### src/rtl/vram_scanout.sv
// vram_scanout -- VGA-style scanout engine for a 1bpp framebuffer held in VRAM.
//
// Generates horizontal/vertical timing from two free-running counters. It fetches
// 16-pixel framebuffer words over the registered-address VRAM read port. It then
// serialises them MSB-first into a pixel stream, with every FB pixel drawn
// SCALE x SCALE.
//
// Output alignment:
//   Every output appears exactly three enabled cycles after the counter position
//   it describes. This covers pixel, sync, blank and frame_start, so all of them
//   stay mutually aligned.
//
// Ports:
//   clk          pixel clock (also drives the bram VRAM port)
//   rst          asynchronous active-high reset
//   en           1 = run, 0 = freeze all internal state and outputs
//   vaddr[15:0]  VRAM word address towards the bram
//   vout[15:0]   VRAM read data, valid one cycle after vaddr is captured
//   hsync_n      horizontal sync, active low
//   vsync_n      vertical sync, active low
//   blank        1 outside the visible area
//   pixel        current pixel, 0 when blanked or outside the framebuffer
//   frame_start  one-cycle pulse coincident with output pixel (0,0)
module vram_scanout #(
  parameter int unsigned H_ACTIVE  = 640,
  parameter int unsigned H_FP      = 16,
  parameter int unsigned H_SYNC    = 96,
  parameter int unsigned H_BP      = 48,
  parameter int unsigned V_ACTIVE  = 480,
  parameter int unsigned V_FP      = 10,
  parameter int unsigned V_SYNC    = 2,
  parameter int unsigned V_BP      = 33,
  parameter int unsigned FB_W      = 128,
  parameter int unsigned FB_H      = 64,
  parameter int unsigned SCALE     = 5,
  parameter logic [15:0] VRAM_BASE = 16'hC000
) (
  input  logic        clk,
  input  logic        rst,
  input  logic        en,
  output logic [15:0] vaddr,
  input  logic [15:0] vout,
  output logic        hsync_n,
  output logic        vsync_n,
  output logic        blank,
  output logic        pixel,
  output logic        frame_start
);

  localparam int unsigned H_TOTAL = H_ACTIVE + H_FP + H_SYNC + H_BP;
  localparam int unsigned V_TOTAL = V_ACTIVE + V_FP + V_SYNC + V_BP;
  localparam int unsigned HW      = $clog2(H_TOTAL);
  localparam int unsigned VW      = $clog2(V_TOTAL);
  // +1 keeps the phase counter at least one bit wide when SCALE == 1
  localparam int unsigned SW      = $clog2(SCALE + 32'd1);

  localparam logic [HW-1:0] H_LAST  = HW'(H_TOTAL - 32'd1);
  localparam logic [VW-1:0] V_LAST  = VW'(V_TOTAL - 32'd1);
  localparam logic [SW-1:0] SC_LAST = SW'(SCALE - 32'd1);

  // Per-position timing flags carried down the three pipeline stages.
  typedef struct packed {
    logic vis;  // visible area
    logic hs;   // hsync active
    logic vs;   // vsync active
    logic fb;   // inside framebuffer region
    logic fs;   // frame start (0,0)
    logic ld;   // a framebuffer word fetch was issued for this position
  } stg_t;

  logic [HW-1:0] hcnt_q, hcnt_d;
  logic [VW-1:0] vcnt_q, vcnt_d;
  logic [15:0]   vaddr_q, vaddr_d;
  stg_t          s1_q, s1_d, s2_q, s2_d;
  logic [15:0]   shreg_q, shreg_d;
  logic [SW-1:0] sc_q, sc_d;
  logic          hsync_n_q, hsync_n_d;
  logic          vsync_n_q, vsync_n_d;
  logic          blank_q, blank_d;
  logic          pixel_q, pixel_d;
  logic          fs_q, fs_d;

  logic [31:0]   h32_s, v32_s, fx_s, fy_s, off_s;
  stg_t          s0_s;

  // Counter-stage timing decode and fetch address computation.
  always_comb begin
    h32_s   = 32'(hcnt_q);
    v32_s   = 32'(vcnt_q);
    fx_s    = h32_s / SCALE;
    fy_s    = v32_s / SCALE;
    off_s   = fy_s * (FB_W / 32'd16) + fx_s / 32'd16;
    s0_s.vis = (h32_s < H_ACTIVE) && (v32_s < V_ACTIVE);
    s0_s.hs  = (h32_s >= H_ACTIVE + H_FP) && (h32_s < H_ACTIVE + H_FP + H_SYNC);
    s0_s.vs  = (v32_s >= V_ACTIVE + V_FP) && (v32_s < V_ACTIVE + V_FP + V_SYNC);
    s0_s.fb  = (h32_s < FB_W * SCALE) && (v32_s < FB_H * SCALE);
    s0_s.fs  = (hcnt_q == '0) && (vcnt_q == '0);
    s0_s.ld  = s0_s.fb && ((h32_s % (32'd16 * SCALE)) == 32'd0);
  end

  // Next-state logic: counters, fetch address, pipeline, serialiser, outputs.
  always_comb begin
    hcnt_d    = hcnt_q;
    vcnt_d    = vcnt_q;
    vaddr_d   = vaddr_q;
    s1_d      = s1_q;
    s2_d      = s2_q;
    shreg_d   = shreg_q;
    sc_d      = sc_q;
    hsync_n_d = hsync_n_q;
    vsync_n_d = vsync_n_q;
    blank_d   = blank_q;
    pixel_d   = pixel_q;
    fs_d      = fs_q;
    if (en) begin
      if (hcnt_q == H_LAST) begin
        hcnt_d = '0;
        if (vcnt_q == V_LAST) begin
          vcnt_d = '0;
        end else begin
          vcnt_d = vcnt_q + VW'(1);
        end
      end else begin
        hcnt_d = hcnt_q + HW'(1);
      end

      if (s0_s.ld) begin
        vaddr_d = VRAM_BASE + 16'(off_s);
      end else begin
        vaddr_d = vaddr_q;
      end

      s1_d = s0_s;
      s2_d = s1_q;

      // vout belongs to the word fetched two stages ago; load it, otherwise
      // advance one FB pixel every SCALE cycles.
      if (s2_q.ld) begin
        shreg_d = vout;
        sc_d    = '0;
      end else if (sc_q == SC_LAST) begin
        shreg_d = {shreg_q[14:0], 1'b0};
        sc_d    = '0;
      end else begin
        sc_d    = sc_q + SW'(1);
      end

      hsync_n_d = ~s2_q.hs;
      vsync_n_d = ~s2_q.vs;
      blank_d   = ~s2_q.vis;
      fs_d      = s2_q.fs;
      pixel_d   = shreg_d[15] & s2_q.fb & s2_q.vis;
    end else begin
      hcnt_d = hcnt_q;
    end
  end

  // State registers with asynchronous reset.
  always_ff @(posedge clk or posedge rst) begin
    if (rst) begin
      hcnt_q    <= '0;
      vcnt_q    <= '0;
      vaddr_q   <= VRAM_BASE;
      s1_q      <= '0;
      s2_q      <= '0;
      shreg_q   <= 16'h0000;
      sc_q      <= '0;
      hsync_n_q <= 1'b1;
      vsync_n_q <= 1'b1;
      blank_q   <= 1'b1;
      pixel_q   <= 1'b0;
      fs_q      <= 1'b0;
    end else begin
      hcnt_q    <= hcnt_d;
      vcnt_q    <= vcnt_d;
      vaddr_q   <= vaddr_d;
      s1_q      <= s1_d;
      s2_q      <= s2_d;
      shreg_q   <= shreg_d;
      sc_q      <= sc_d;
      hsync_n_q <= hsync_n_d;
      vsync_n_q <= vsync_n_d;
      blank_q   <= blank_d;
      pixel_q   <= pixel_d;
      fs_q      <= fs_d;
    end
  end

  assign vaddr       = vaddr_q;
  assign hsync_n     = hsync_n_q;
  assign vsync_n     = vsync_n_q;
  assign blank       = blank_q;
  assign pixel       = pixel_q;
  assign frame_start = fs_q;

endmodule
### config.mk
export PLATFORM = sky130hd
export DESIGN_NAME = vram_scanout
export DESIGN_NICKNAME = d
export VERILOG_FILES = /design/src/rtl/vram_scanout.sv
export SDC_FILE = /design/constraint.sdc
export NUM_CORES = 1
export LEC_CHECK = 0
export CAP_MARGIN = 0
export CORE_MARGIN = 1
export CORE_UTILIZATION = 44
export CTS_CLUSTER_DIAMETER = 60
export DETAILED_ROUTE_END_ITERATION = 10
export GPL_ROUTABILITY_DRIVEN = 0
export PLACE_DENSITY = 0.63
export SLEW_MARGIN = 20
export SYNTH_ARGS = -nofsm -noshare
export SYNTH_HDL_FRONTEND = slang
export SYNTH_SLANG_ARGS = --single-unit
export TNS_END_PERCENT = 5
### constraint.sdc
create_clock -name clk -period 7.35 [get_ports clk]
set_clock_uncertainty 0.2 [all_clocks]
set_input_delay 1.47 -clock clk [delete_from_list [all_inputs] [get_ports clk]]
set_output_delay 1.47 -clock clk [all_outputs]
set_load 0.1 [all_outputs]
## Word-level counts from Yosys, hierarchy flattened

Cells that the tools add are included.
Widths: inputs -> output; s select.

| word-level totals | value |
|---|---|
| bits of input ports | 19 |
| output and inout bits | 21 |
| bits in registers | 72 |

| cells by class | value |
|---|---|
| equal/unequal tests | 4 |
| bitwise operators | 5 |
| $lt $le $gt $ge | 7 |
| reductions and logical operators | 12 |
| muxes and demuxes | 7 |
| div/mod/pow operators | 3 |
| add/sub/neg operators | 5 |

Operators by type and width:

| operator | count |
|---|---|
| $div 10x3->32 const B | 2 |
| $mux 16 | 3 |
| $logic_not 32->1 | 1 |
| $mod 10x7->32 const B | 1 |
| $lt 10x9->1 const B | 3 |
| $add 10x1->10 const B | 2 |
| $eq 10x10->1 const B | 2 |
| $logic_not 10->1 | 2 |
| $lt 10x10->1 const B | 2 |
| $mux 10 | 2 |
| $add 16x16->16 | 1 |
| $add 16x16->16 const A | 1 |
| $ge 10x10->1 const B | 1 |
| $ge 10x9->1 const B | 1 |
| $logic_and 1x1->1 | 6 |
| $mux 3 | 2 |
| $reduce_and 2->1 | 3 |
| $add 3x1->3 const B | 1 |
| $eq 3x3->1 const B | 1 |
| $ne 3x1->1 const B | 1 |
| $not 1->1 | 3 |
| $and 1x1->1 | 2 |

## Longest topological paths before layout

Gate-level depths: netlist (run 1).

| logic depth | value |
|---|---|
| depth after elaboration | 6 |
| gate-level depth with buffers | 31 |
| gate-level depth less buffers | 28 |

## Worst setup path before layout (run 1)

Ideal clock, no wire load.

| timing | value |
|---|---|
| path kind | register to register |
| start | register vcnt_q[7] |
| end | register vaddr_q[6], in the netlist vaddr[6] |
| buffers on the path | 3 |
| arrival time | 6.448 ns |
| required time | 7.025 ns |
| cell stages (with the launch flop) | 31 |
| slack | 0.577 ns |
| cells stage by stage | dfrtp_1 -> or2_1 -> buf_2 -> ha_1 -> buf_4 -> nor2b_4 -> a211oi_2 -> a221o_2 -> mux2_4 -> nand3b_4 -> and3_4 -> buf_6 -> or4_4 -> o211ai_2 -> nor3_2 -> xnor2_1 -> ha_1 -> nand3_1 -> nand2_1 -> a211oi_1 -> a311oi_1 -> a2bb2oi_2 -> o2111ai_4 -> or3_1 -> a2111oi_2 -> nand4_1 -> ha_1 -> ha_1 -> ha_1 -> xor2_1 -> mux2_2 |

| between the ends | value |
|---|---|
| cells in the longest elaborated chain, start to end | 4 |
| elaborated cells between the ends (all ways) | 7 |
| those cells by class | add/sub (2); div (1); order compare (1); reduce/logical (3) |

Ends and longest elaborated chain:

| what | line | source |
|---|---|---|
| start: declaration | 72 | `logic [VW-1:0] vcnt_q, vcnt_d;` |
| start signal: assignment | 175 | `vcnt_q <= vcnt_d;` |
| parallel branches: the longest is 4 deep, another holds $div 10x3->32 | n/a |  |
| end signal: assignment | 176 | `vaddr_q <= vaddr_d;` |
| end: declaration | 73 | `logic [15:0] vaddr_q, vaddr_d;` |

Parallel ways; which one is timed is not known.
A chain may end at the register's enable or synchronous reset.

## Worst setup path in the final report (run 1)

Same ends and word-level chain as after synthesis.

==> run_results.csv, run 1 <==
group,metric,value,unit
timing,slew_headroom,27.6,%
worst_setup_path,r2r-start,"vcnt_q[7]",
clocking,clk_pin_slew,0.05,ns
timing,tns,0,ns
power,seqPwrFrac,42.2,%
floorplan,core_region_area,11600,um^2
floorplan,dieArea,12600,um^2
worst_setup_path,endpoint_kind,"register",
power,ir_drop,0.152,mV
timing,worst_pin_slew,1.08,ns
timing,whs,0.216,ns
worst_setup_path,path_common_cell,"ha_1",
placed_design,detailed_place_hpwl,9.43,mm
outcome,status,"completed",
cells_and_area,stdcell_area,6070,um^2
power,power.leakage,2.52,nW
worst_setup_path,cp_top_family,"simple AND/OR/NAND/NOR gates",
floorplan,dieWidth,112,um
grt,grt_pass1_vias,4674,
placed_design,port_buffers,35,
logic_synthesis,synth_seq_area_share,32.0,%
flow_run,maxCapViolations,0,
floorplan,rows,39,
timing,setup_viol,0,
floorplan,fp.dieH,112,um
cells_and_area,nFillCells,1086,
detailed_routing,detail-route-antenna-nets,0,
floorplan,start_util,45.9,%
logic_synthesis,ys_types,96,
worst_setup_path,criticalPathCategory,"reg2reg",
worst_setup_path,path_buf_inv,0,
cells_and_area,synthToLayoutAreaGrowth,13.8,%
cells_and_area,post-route-util,52.3,%
min_path,hold_class,"reg2reg",
grt,grt_usage,21.8,%
detailed_routing,finalWirelength,13.3,mm
detailed_routing,detailroute.via_count,4793,
grt,grt_pass1_wl,22.4,mm
cells_and_area,diodes,0,
min_path,min_to,"hsync_n",
cells_and_area,drive_gt1_share,11.8,%
worst_setup_path,crit_arrival,7.00,ns
detailed_routing,firstDrtPassIters,7,
logic_synthesis,async_reset_ff_share,100,%
cells_and_area,nets,680,
logic_synthesis,ys.flop_type,"dfrtp_1",
timing,clock.fmax,0.143,GHz
timing,maxSlewViolCount,0,
power,share_comb_of_total_power,15.5,%
power,swShare,28.1,%
worst_setup_path,reg2reg_setup_slack,0.36,ns
detailed_routing,drtIter0Drc,407,
clocking,cts_htree_levels,3,
clocking,clk_latency,0.32,ns
logic_synthesis,syn_area_per_cell,8.42,um^2
timing,post-route-period-util,95.1,%
logic_synthesis,synth-seq-cells,68,
worst_setup_path,critPathLaunchType,"register",
clocking,cts_sinks,68,
power,power_density,176,nW/um^2
detailed_routing,routedWlPerCell,16.8,um
detailed_routing,drc,0,
power,clockPowerShare,42.2,%
detailed_routing,topRoutingLayerUsed,"met4",
worst_setup_path,slowest_delay,0.53,ns
worst_setup_path,rr_worst_depth,27,
logic_synthesis,yosys_warnings,0,
detailed_routing,via_per_inst,6.03,
clocking,cts-root-buf,"clkbuf_16",
grt,grt_max_degree,69,
placed_design,place_area,5720,um^2
detailed_routing,wl_met3,518,um
logic_synthesis,synth_edf_count,0,
clocking,cts_buffers,9,
min_path,worstHoldPathCells,1,
min_path,holdCritStartpoint,"s2_q[4]",
worst_setup_path,cp_slowest_cell,"or4_1",
logic_synthesis,synth_cells,633,
timing,hold_viol,0,
clocking,tritoncts,"built",
worst_setup_path,crit_required,7.35,ns
logic_synthesis,syn_area,5330,um^2
timing,fin_crit,6.99,ns
detailed_routing,wl_met1,6.02,mm
grt,grt_antenna_before_repair,0,
power,netSwitchingPower,0.300,mW
grt,grt_overflow,0,
worst_setup_path,cp_max_fo,12,
detailed_routing,wl_met2,6.40,mm
worst_setup_path,timing.rr.end,"vaddr[6]",
floorplan,io_pins,40,
clocking,cts_buffer_depth,2,
power,p_int,0.769,mW
==> area by class of cell <==
cell class / instances / area, um^2 / share of cell area [%]
timing repair buffer: 46 / 433 / 7.13
clock buffer: 10 / 229 / 3.77
inverter: 26 / 97.6 / 1.61
multi-input combinational: 496 / 3340 / 55.0
clock inverter: 6 / 88.8 / 1.46
sequential: 68 / 1710 / 28.1
tap: 143 / 179 / 2.95
==> stage by stage <==
| stage | power [mW] | setup slack [ns] | std cells |
|---|---|---|---|
| final | 1.07 | 0.358 | 795 |
| after global routing | 1.12 | -0.0171 | 795 |
| after CTS | 1.08 | 0.0808 | 794 |
| after detailed placement | 0.620 | 0.107 | 778 |
| after global placement | 0.614 | 0.362 | 778 |
| after floorplan | 0.577 | 0.577 | 635 |
==> placed cells by master, fill, tap and decap left out, drive strengths merged, types with 14 or more instances in the layout <==
master	instances
nand2	61
a21oi	35
clkdlybuf4s50	35
o21ai	65
dfrtp	65
nand2b	17
nand3	20
inv	25
xnor2	21
nor2	42
mux2	18
ha	14
==> flip-flops by register name, indices dropped and copies added, names as in the netlist, 3 cells and up <==
| name | count |
|---|---|
| s1_q | 6 |
| vcnt_q | 10 |
| sc_q | 3 |
| shreg_q | 16 |
| s2_q | 6 |
| vaddr | 12 |
| hcnt_q | 10 |
==> worst reg2reg max path, cell delays in order, from the launching register on <==
cell       delay (ns)
dfrtp_1          0.37
or2_1            0.28
ha_4             0.36
nand3b_1         0.19
o22ai_1          0.10
a221o_2          0.48
mux2_4           0.34
nand3b_4         0.18
and2_1           0.26
or4_1            0.53
o211ai_1         0.14
nor3_2           0.08
xnor2_1          0.15
ha_1             0.23
nand3_1          0.09
nand2_1          0.06
a211oi_1         0.25
a311oi_1         0.09
a2bb2oi_2        0.28
o2111ai_4        0.22
or3_1            0.41
a2111oi_2        0.36
nand4_1          0.14
ha_1             0.22
ha_1             0.20
ha_1             0.21
xor2_1           0.17
mux2_2           0.30
==> what timing repair did <==
item,4_1_cts,5_1_grt
resized for setup,0,5
setup endpoints to repair,0,6
endpoints found under the hold margin,0,0
buffers inserted,0,1
hold buffers,0,0
==> worst max path at each step <==
stage | from | endpoint | slack (ns) | depth (start not counted)
2_1_floorplan | vcnt_q[7] | vaddr[6] | 0.58 | 30
3_3_place_gp | vcnt_q[7] | vaddr[6] | 0.36 | 27
3_5_place_dp | vcnt_q[7] | vaddr[6] | 0.11 | 27
4_1_cts | vcnt_q[7] | vaddr[6] | 0.08 | 27
5_1_grt | vcnt_q[7] | vaddr[8] | -0.02 | 28
6_report | vcnt_q[7] | vaddr[6] | 0.36 | 27
==> power by group through the flow <==
stage | sequential (mW) | combinational (mW) | clock [mW]
finish | 0.451 | 0.166 | 0.452
global route | 0.455 | 0.186 | 0.479
CTS | 0.449 | 0.168 | 0.459
detailed placement | 0.456 | 0.164 | 0
global placement | 0.453 | 0.160 | 0
floorplan | 0.441 | 0.136 | 0
==> cells by family after synthesis <==
logic type                 synth area share, %
AOI/OAI and AO/OA                         25.0
and+or+nand+nor                           23.4
xor gates and xnor gates                  4.60
buffers and inverters                     6.15
other                                    0.141
adders and majority gates                 3.66
DFF                                       32.0
muxes                                     5.04
==> Yosys cell counts (all sizes together) (6+ instances only) <==
library cell,count,area [um^2]
nand2,61,229
and3,8,55.1
a21oi,35,190
nor2b,7,51.3
nand4,10,62.6
xor2,7,61.3
nor2,42,158
dfrtp,65,1630
nor4,9,71.3
ha,14,175
nand3,20,100
and2,7,46.3
nor3,13,70.1
inv,25,93.8
o22ai,7,43.8
a211oi,6,50.1
nor3b,7,52.6
o21ai,65,325
buf,24,151
a31oi,7,43.8
xnor2,21,184
clkbuf,21,78.8
o211ai,11,87.6
a22oi,11,82.6
a21o,9,67.6
mux2,18,206
nand2b,17,106
==> metal layers <==
layer	vias to the layer above	GRT usage, %
met1	2274	28.0
met4	0	9.24
met3	32	3.46
met5	-	0
met2	144	36.7
li1	2343	-
(Power assumes the default switching activity.)
==> run 2, diff against run 1 <==
--- a/config.mk
+++ b/config.mk
@@ -8,6 +8,7 @@
 export CAP_MARGIN = 0
 export CORE_MARGIN = 1
 export CORE_UTILIZATION = 44
+export CTS_BUF_LIST = sky130_fd_sc_hd__clkbuf_16
 export CTS_CLUSTER_DIAMETER = 60
 export DETAILED_ROUTE_END_ITERATION = 10
 export GPL_ROUTABILITY_DRIVEN = 0
==> run 2 against run 1 <==
Maximum frequency about the same. Critical endpoint unchanged. Clock power about the same. Register-to-register slack about the same. Largest power group is now registers.
==> run_results.csv, run 2 (same netlist as run 1, synthesis figures left out) <==
group,metric,value,unit
clocking,cts_buffers,9,
power,p_int,0.767,mW
cells_and_area,largest_reg_flops,16,
clocking,clk_latency,0.32,ns
clocking,cts_sinks,68,
floorplan,dieWidth,112,um
worst_setup_path,endpoint_kind,"register",
clocking,cts_buffer_depth,2,
detailed_routing,finalWirelength,13.3,mm
cells_and_area,regMostFlops,"shreg_q",
timing,worst_slack,0.358,ns
power,share_comb_of_total_power,15.5,%
grt,grt_pass1_wl,22.4,mm
worst_setup_path,crit_arrival,6.99,ns
power,netSwitchingPower,0.301,mW
cells_and_area,diodes,0,
timing,setup_viol,0,
detailed_routing,drc,0,
min_path,min_to,"hsync_n",
worst_setup_path,criticalPathCategory,"reg2reg",
clocking,tritoncts,"built",
grt,grt_overflow,0,
detailed_routing,via_per_inst,6.04,
placed_design,detailed_place_hpwl,9.43,mm
grt,grt_pass1_vias,4674,
timing,maxSlewViolCount,0,
grt,grt_antenna_before_repair,0,
detailed_routing,drtIter0Drc,407,
detailed_routing,detail-route-antenna-nets,0,
min_path,worstHoldPathCells,1,
power,power_density,176,nW/um^2
placed_design,place_ws,0.107,ns
worst_setup_path,cp_max_fo,12,
timing,fin_crit,6.99,ns
timing,post-route-period-util,95.1,%
min_path,hold_class,"reg2reg",
power,clockPowerShare,42.2,%
worst_setup_path,reg2reg_setup_slack,0.36,ns
detailed_routing,firstDrtPassIters,8,
placed_design,place_area,5720,um^2
cells_and_area,synthToLayoutAreaGrowth,13.8,%
cells_and_area,stdcell_area,6070,um^2
clocking,cts-root-buf,"clkbuf_16",
clocking,cts_htree_levels,3,
timing,slew_headroom,27.2,%
detailed_routing,routedWlPerCell,16.8,um
grt,grt_usage,21.8,%
timing,hold_viol,0,
floorplan,start_util,45.9,%
power,swShare,28.2,%
power,ir_drop,0.152,mV
cells_and_area,post-route-util,52.3,%
outcome,status,"completed",
detailed_routing,wl_met1,5.97,mm
cells_and_area,layout_common_cells,"65 x dfrtp_1, 61 x nand2_1, 59 x o21ai_0",
worst_setup_path,timing.rr.end,"vaddr[6]",
detailed_routing,topRoutingLayerUsed,"met4",
cells_and_area,nets,680,
placed_design,port_buffers,35,
flow_run,maxCapViolations,0,
cells_and_area,drive_gt1_share,11.8,%
detailed_routing,detailroute.via_count,4802,
floorplan,fp.dieH,112,um
timing,clock.fmax,0.143,GHz
timing,tns,0,ns
worst_setup_path,critPathLaunchType,"register",
timing,worst_pin_slew,1.08,ns
floorplan,core_region_area,11600,um^2
clocking,clk_pin_slew,0.05,ns
grt,grt_max_degree,69,
floorplan,dieArea,12600,um^2
cells_and_area,layout_commonest_cell,"dfrtp_1",
floorplan,rows,39,
worst_setup_path,crit_required,7.35,ns
detailed_routing,wl_met2,6.39,mm
power,power.leakage,2.52,nW
worst_setup_path,r2r-start,"vcnt_q[7]",
timing,whs,0.216,ns
worst_setup_path,rr_worst_depth,27,
floorplan,io_pins,40,
min_path,holdCritStartpoint,"s2_q[4]",
detailed_routing,wl_met3,578,um
power,seqPwrFrac,42.2,%
==> run 2: changes by cell type in the layout (fill, tap and decap cells not counted), sizes merged <==
cell / change
clkbuf: -1
inv: +1
==> run 2: layout make-up <==
type	count	area (um^2)
Fill cell	1086	5540
Multi-Input combinational cell	496	3340
Sequential cell	68	1710
Timing Repair Buffer	46	433
Clock buffer	9	225
Tap cell	143	179
Inverter	26	97.6
Clock inverter	7	92.6
==> run 2: critical path, stage by stage (launching register included) <==
cell and delay (ns):
dfrtp_1 0.37, or2_1 0.28, ha_4 0.36, nand3b_1 0.19
o22ai_1 0.10, a221o_2 0.48, mux2_4 0.34, nand3b_4 0.18
and2_1 0.26, or4_1 0.53, o211ai_1 0.14, nor3_2 0.08
xnor2_1 0.15, ha_1 0.23, nand3_1 0.09, nand2_1 0.06
a211oi_1 0.25, a311oi_1 0.09, a2bb2oi_2 0.28, o2111ai_4 0.22
or3_1 0.41, a2111oi_2 0.36, nand4_1 0.14, ha_1 0.22
ha_1 0.20, ha_1 0.21, xor2_1 0.17, mux2_2 0.30
==> run 2: stage by stage <==
stage	std cells	power, mW
after detailed placement	778	0.620
after global placement	778	0.614
final	795	1.07
after floorplan	635	0.577
after global routing	795	1.12
after CTS	794	1.08
==> run 2: worst max-delay path by stage <==
stage	startpoint	to	slack, ns
2_1_floorplan	vcnt_q[7]	vaddr[6]	0.58
3_3_place_gp	vcnt_q[7]	vaddr[6]	0.36
3_5_place_dp	vcnt_q[7]	vaddr[6]	0.11
4_1_cts	vcnt_q[7]	vaddr[6]	0.08
5_1_grt	vcnt_q[7]	vaddr[8]	-0.02
6_report	vcnt_q[7]	vaddr[6]	0.36
==> run 2: what timing repair did <==
action,CTS,global route
setup endpoints to repair,0,6
resized for setup,0,5
hold buffers,0,0
hold endpoints to repair,0,0
buffers inserted,0,1
==> run 2: power by group through the flow <==
stage / sequential (mW) / combinational (mW) / clock [mW]
floorplan: 0.441 / 0.136 / 0
global placement: 0.453 / 0.160 / 0
detailed placement: 0.456 / 0.164 / 0
CTS: 0.449 / 0.168 / 0.458
global route: 0.455 / 0.186 / 0.478
finish: 0.451 / 0.166 / 0.451
==> run 2: metal layers <==
metal | up-vias | GRT usage (%)
met1 | 2280 | 28.0
met5 | - | 0
met3 | 34 | 3.46
li1 | 2342 | -
met4 | 0 | 9.24
met2 | 146 | 36.7
==> run 3, diff against run 2 <==
--- a/config.mk
+++ b/config.mk
@@ -5,6 +5,7 @@
 export SDC_FILE = /design/constraint.sdc
 export NUM_CORES = 1
 export LEC_CHECK = 0
+export ABC_AREA = 1
 export CAP_MARGIN = 0
 export CORE_MARGIN = 1
 export CORE_UTILIZATION = 44
==> run 3 against run 2 <==
Non-clock buffer count down 8. Sequential power up 15%. Utilization down 1.2 points. Via count down 1.2%. Synthesized area down 2.7%. Critical path depth up 18. Total power up 31%. Critical path type unchanged. Highest routed layer unchanged.
==> run_results.csv, run 3 <==
group,metric,value,unit
outcome,status,"completed",
power,netSwitchingPower,0.549,mW
clocking,holdBufCountCts,0,
clocking,clk_latency,0.32,ns
detailed_routing,routedWlPerCell,13.1,um
cells_and_area,post-route-util,51.1,%
detailed_routing,detail-route-antenna-nets,0,
power,seqPwrFrac,36.9,%
logic_synthesis,async_reset_ff_share,100,%
logic_synthesis,synth_top_area_share,31.4,%
cells_and_area,layout_commonest_cell,"nand2_1",
power,ir_drop,0.264,mV
worst_setup_path,cp_slowest_cell,"dfrtp_2",
timing,hold_viol,0,
floorplan,dieWidth,111,um
worst_setup_path,critPathCapture,"vaddr[8]",
logic_synthesis,synth_edf_count,0,
worst_setup_path,crit_arrival,6.64,ns
worst_setup_path,rr_worst_depth,45,
clocking,cts_sinks,68,
detailed_routing,drtIter0Drc,387,
placed_design,place_area,5580,um^2
timing,maxSlewViolCount,0,
timing,grt_setup_unrepaired,"no",
worst_setup_path,critPathLaunchType,"register",
detailed_routing,detailroute.via_count,4743,
floorplan,io_pins,40,
timing,slew_headroom,33.0,%
power,clockPowerShare,26.9,%
cells_and_area,regMostFlops,"shreg_q",
power,share_comb_of_total_power,36.1,%
min_path,hold_class,"reg2reg",
floorplan,start_util,45.2,%
timing,setup_viol,0,
power,power_density,239,nW/um^2
grt,grt_overflow,0,
logic_synthesis,yosys_warnings,0,
logic_synthesis,ys_types,45,
logic_synthesis,syn_area,5190,um^2
logic_synthesis,synth_seq_area_share,32.9,%
worst_setup_path,timing.rr.end,"vaddr[8]",
detailed_routing,drc,0,
cells_and_area,nFillCells,1163,
clocking,cts-root-buf,"clkbuf_16",
timing,tns,0,ns
logic_synthesis,ys.flop_type,"dfrtp_1",
cells_and_area,diodes,0,
placed_design,detailed_place_hpwl,8.76,mm
clocking,cts_htree_levels,3,
worst_setup_path,endpoint_kind,"register",
cells_and_area,largest_reg_flops,16,
timing,fin_crit,6.66,ns
worst_setup_path,reg2reg_setup_slack,0.69,ns
worst_setup_path,crit_start,"vcnt_q[8]",
worst_setup_path,slowest_delay,0.48,ns
power,power.leakage,2.94,nW
logic_synthesis,synth-seq-cells,68,
timing,post-route-period-util,90.6,%
timing,clock.fmax,0.150,GHz
clocking,cts_buffers,9,
grt,grt_pass1_wl,20.8,mm
logic_synthesis,synth_area_leaders,"dfrtp_1 31%, nand2_1 13%, inv_1 6.6%",
power,swShare,39.2,%
cells_and_area,stdcell_area,5860,um^2
floorplan,dieArea,12200,um^2
logic_synthesis,synth_cells,739,
timing,whs,0.226,ns
cells_and_area,multiInputGateArea,2950,um^2
clocking,cts_buffer_depth,2,
logic_synthesis,synthTopCellsByCount,"186 x nand2_1, 91 x inv_1, 67 x nand3_1",
floorplan,core_region_area,11500,um^2
grt,grt_max_degree,69,
logic_synthesis,syn_area_per_cell,7.02,um^2
placed_design,port_buffers,35,
flow_run,maxCapViolations,0,
cells_and_area,nets,793,
cells_and_area,layout_common_cells,"186 x nand2_1, 92 x inv_1, 67 x nand3_1",
worst_setup_path,criticalPathCategory,"reg2reg",
clocking,clk_pin_slew,0.05,ns
timing,worst_pin_slew,1.00,ns
logic_synthesis,synth_top_area_cell,"dfrtp_1",
grt,grt_pass1_vias,4460,
power,finalPower,1.40,mW
logic_synthesis,synth_most_common_cell,"nand2_1",
grt,grt_usage,20.2,%
power,p_int,0.852,mW
worst_setup_path,cp_max_fo,13,
clocking,tritoncts,"built",
worst_setup_path,crit_required,7.33,ns
detailed_routing,firstDrtPassIters,4,
grt,grt_antenna_before_repair,0,
cells_and_area,ff_latch_area,1710,um^2
floorplan,fp.dieH,111,um
cells_and_area,drive_gt1_share,11.5,%
floorplan,rows,39,
detailed_routing,via_per_inst,5.22,
worst_setup_path,path_common_cell,"nand2_1",
worst_setup_path,r2r-start,"vcnt_q[8]",
cells_and_area,synthToLayoutAreaGrowth,12.9,%
detailed_routing,finalWirelength,11.9,mm
## run 3: power by group through the flow
stage                     Clock (mW)  Combinational (mW)  Sequential [mW]
after floorplan                    0               0.405            0.505
after global placement             0               0.480            0.519
after detailed placement           0               0.496            0.523
after CTS                      0.388               0.501            0.517
after global routing           0.404               0.575            0.527
final                          0.377               0.506            0.517
## run 3: logic make-up after synthesis
kind of cell    synth area share [%]
simple gates                    38.0
buf+inv                         10.9
compound gates                  11.3
flops                           32.9
xor+xnor                        3.38
fa+ha+maj                       3.38
other cells                    0.145
## run 3: worst max-delay path, delay by kind of cell, from the launching register on
kind	cells	cell delay, ns
AO/OA/AOI/OAI	4	0.87
XOR/XNOR	1	0.14
adder cells (fa/ha/maj)	5	1.15
buffers and inverters	6	0.51
flip-flops	1	0.48
AND/OR/NAND/NOR	29	3.16
## run 3: layout make-up
| class | instances | share of cell area (%) |
|---|---|---|
| Clock buffer | 9 | 3.85 |
| Clock inverter | 7 | 0.620 |
| Inverter | 103 | 6.69 |
| Multi-Input combinational cell | 540 | 50.3 |
| Sequential cell | 68 | 29.1 |
| Tap cell | 143 | 3.05 |
| Timing Repair Buffer | 38 | 6.37 |
## run 3: worst min path at each step
stage / startpoint / endpoint / slack, ns / cells after the start
global placement: s2_q[4] / hsync_n / 0.21 / 1
finish: s2_q[4] / hsync_n / 0.23 / 1
detailed placement: s2_q[4] / hsync_n / 0.22 / 1
floorplan: s2_q[5] / blank / 0.21 / 1
global route: s2_q[4] / hsync_n / 0.28 / 1
CTS: s2_q[4] / hsync_n / 0.23 / 1
## run 3: repair_timing
action	4_1_cts	5_1_grt
resized for setup	0	2
setup endpoints to repair	0	3
buffers inserted	0	0
## run 3: through the flow
| step | worst slack, ns | std cells |
|---|---|---|
| floorplan | 1.57 | 741 |
| global placement | 0.937 | 892 |
| detailed placement | 0.580 | 892 |
| CTS | 0.553 | 908 |
| global route | 0.0761 | 908 |
| finish | 0.692 | 908 |
## run 3: layer usage
metal | part of all wire (%) | up-vias | GRT usage [%]
met5 | 0 | - | 0
met4 | 0.92 | 0 | 4.18
met3 | 3.7 | 12 | 3.95
met2 | 46 | 92 | 31.9
met1 | 50 | 2200 | 28.8
li1 | - | 2439 | -
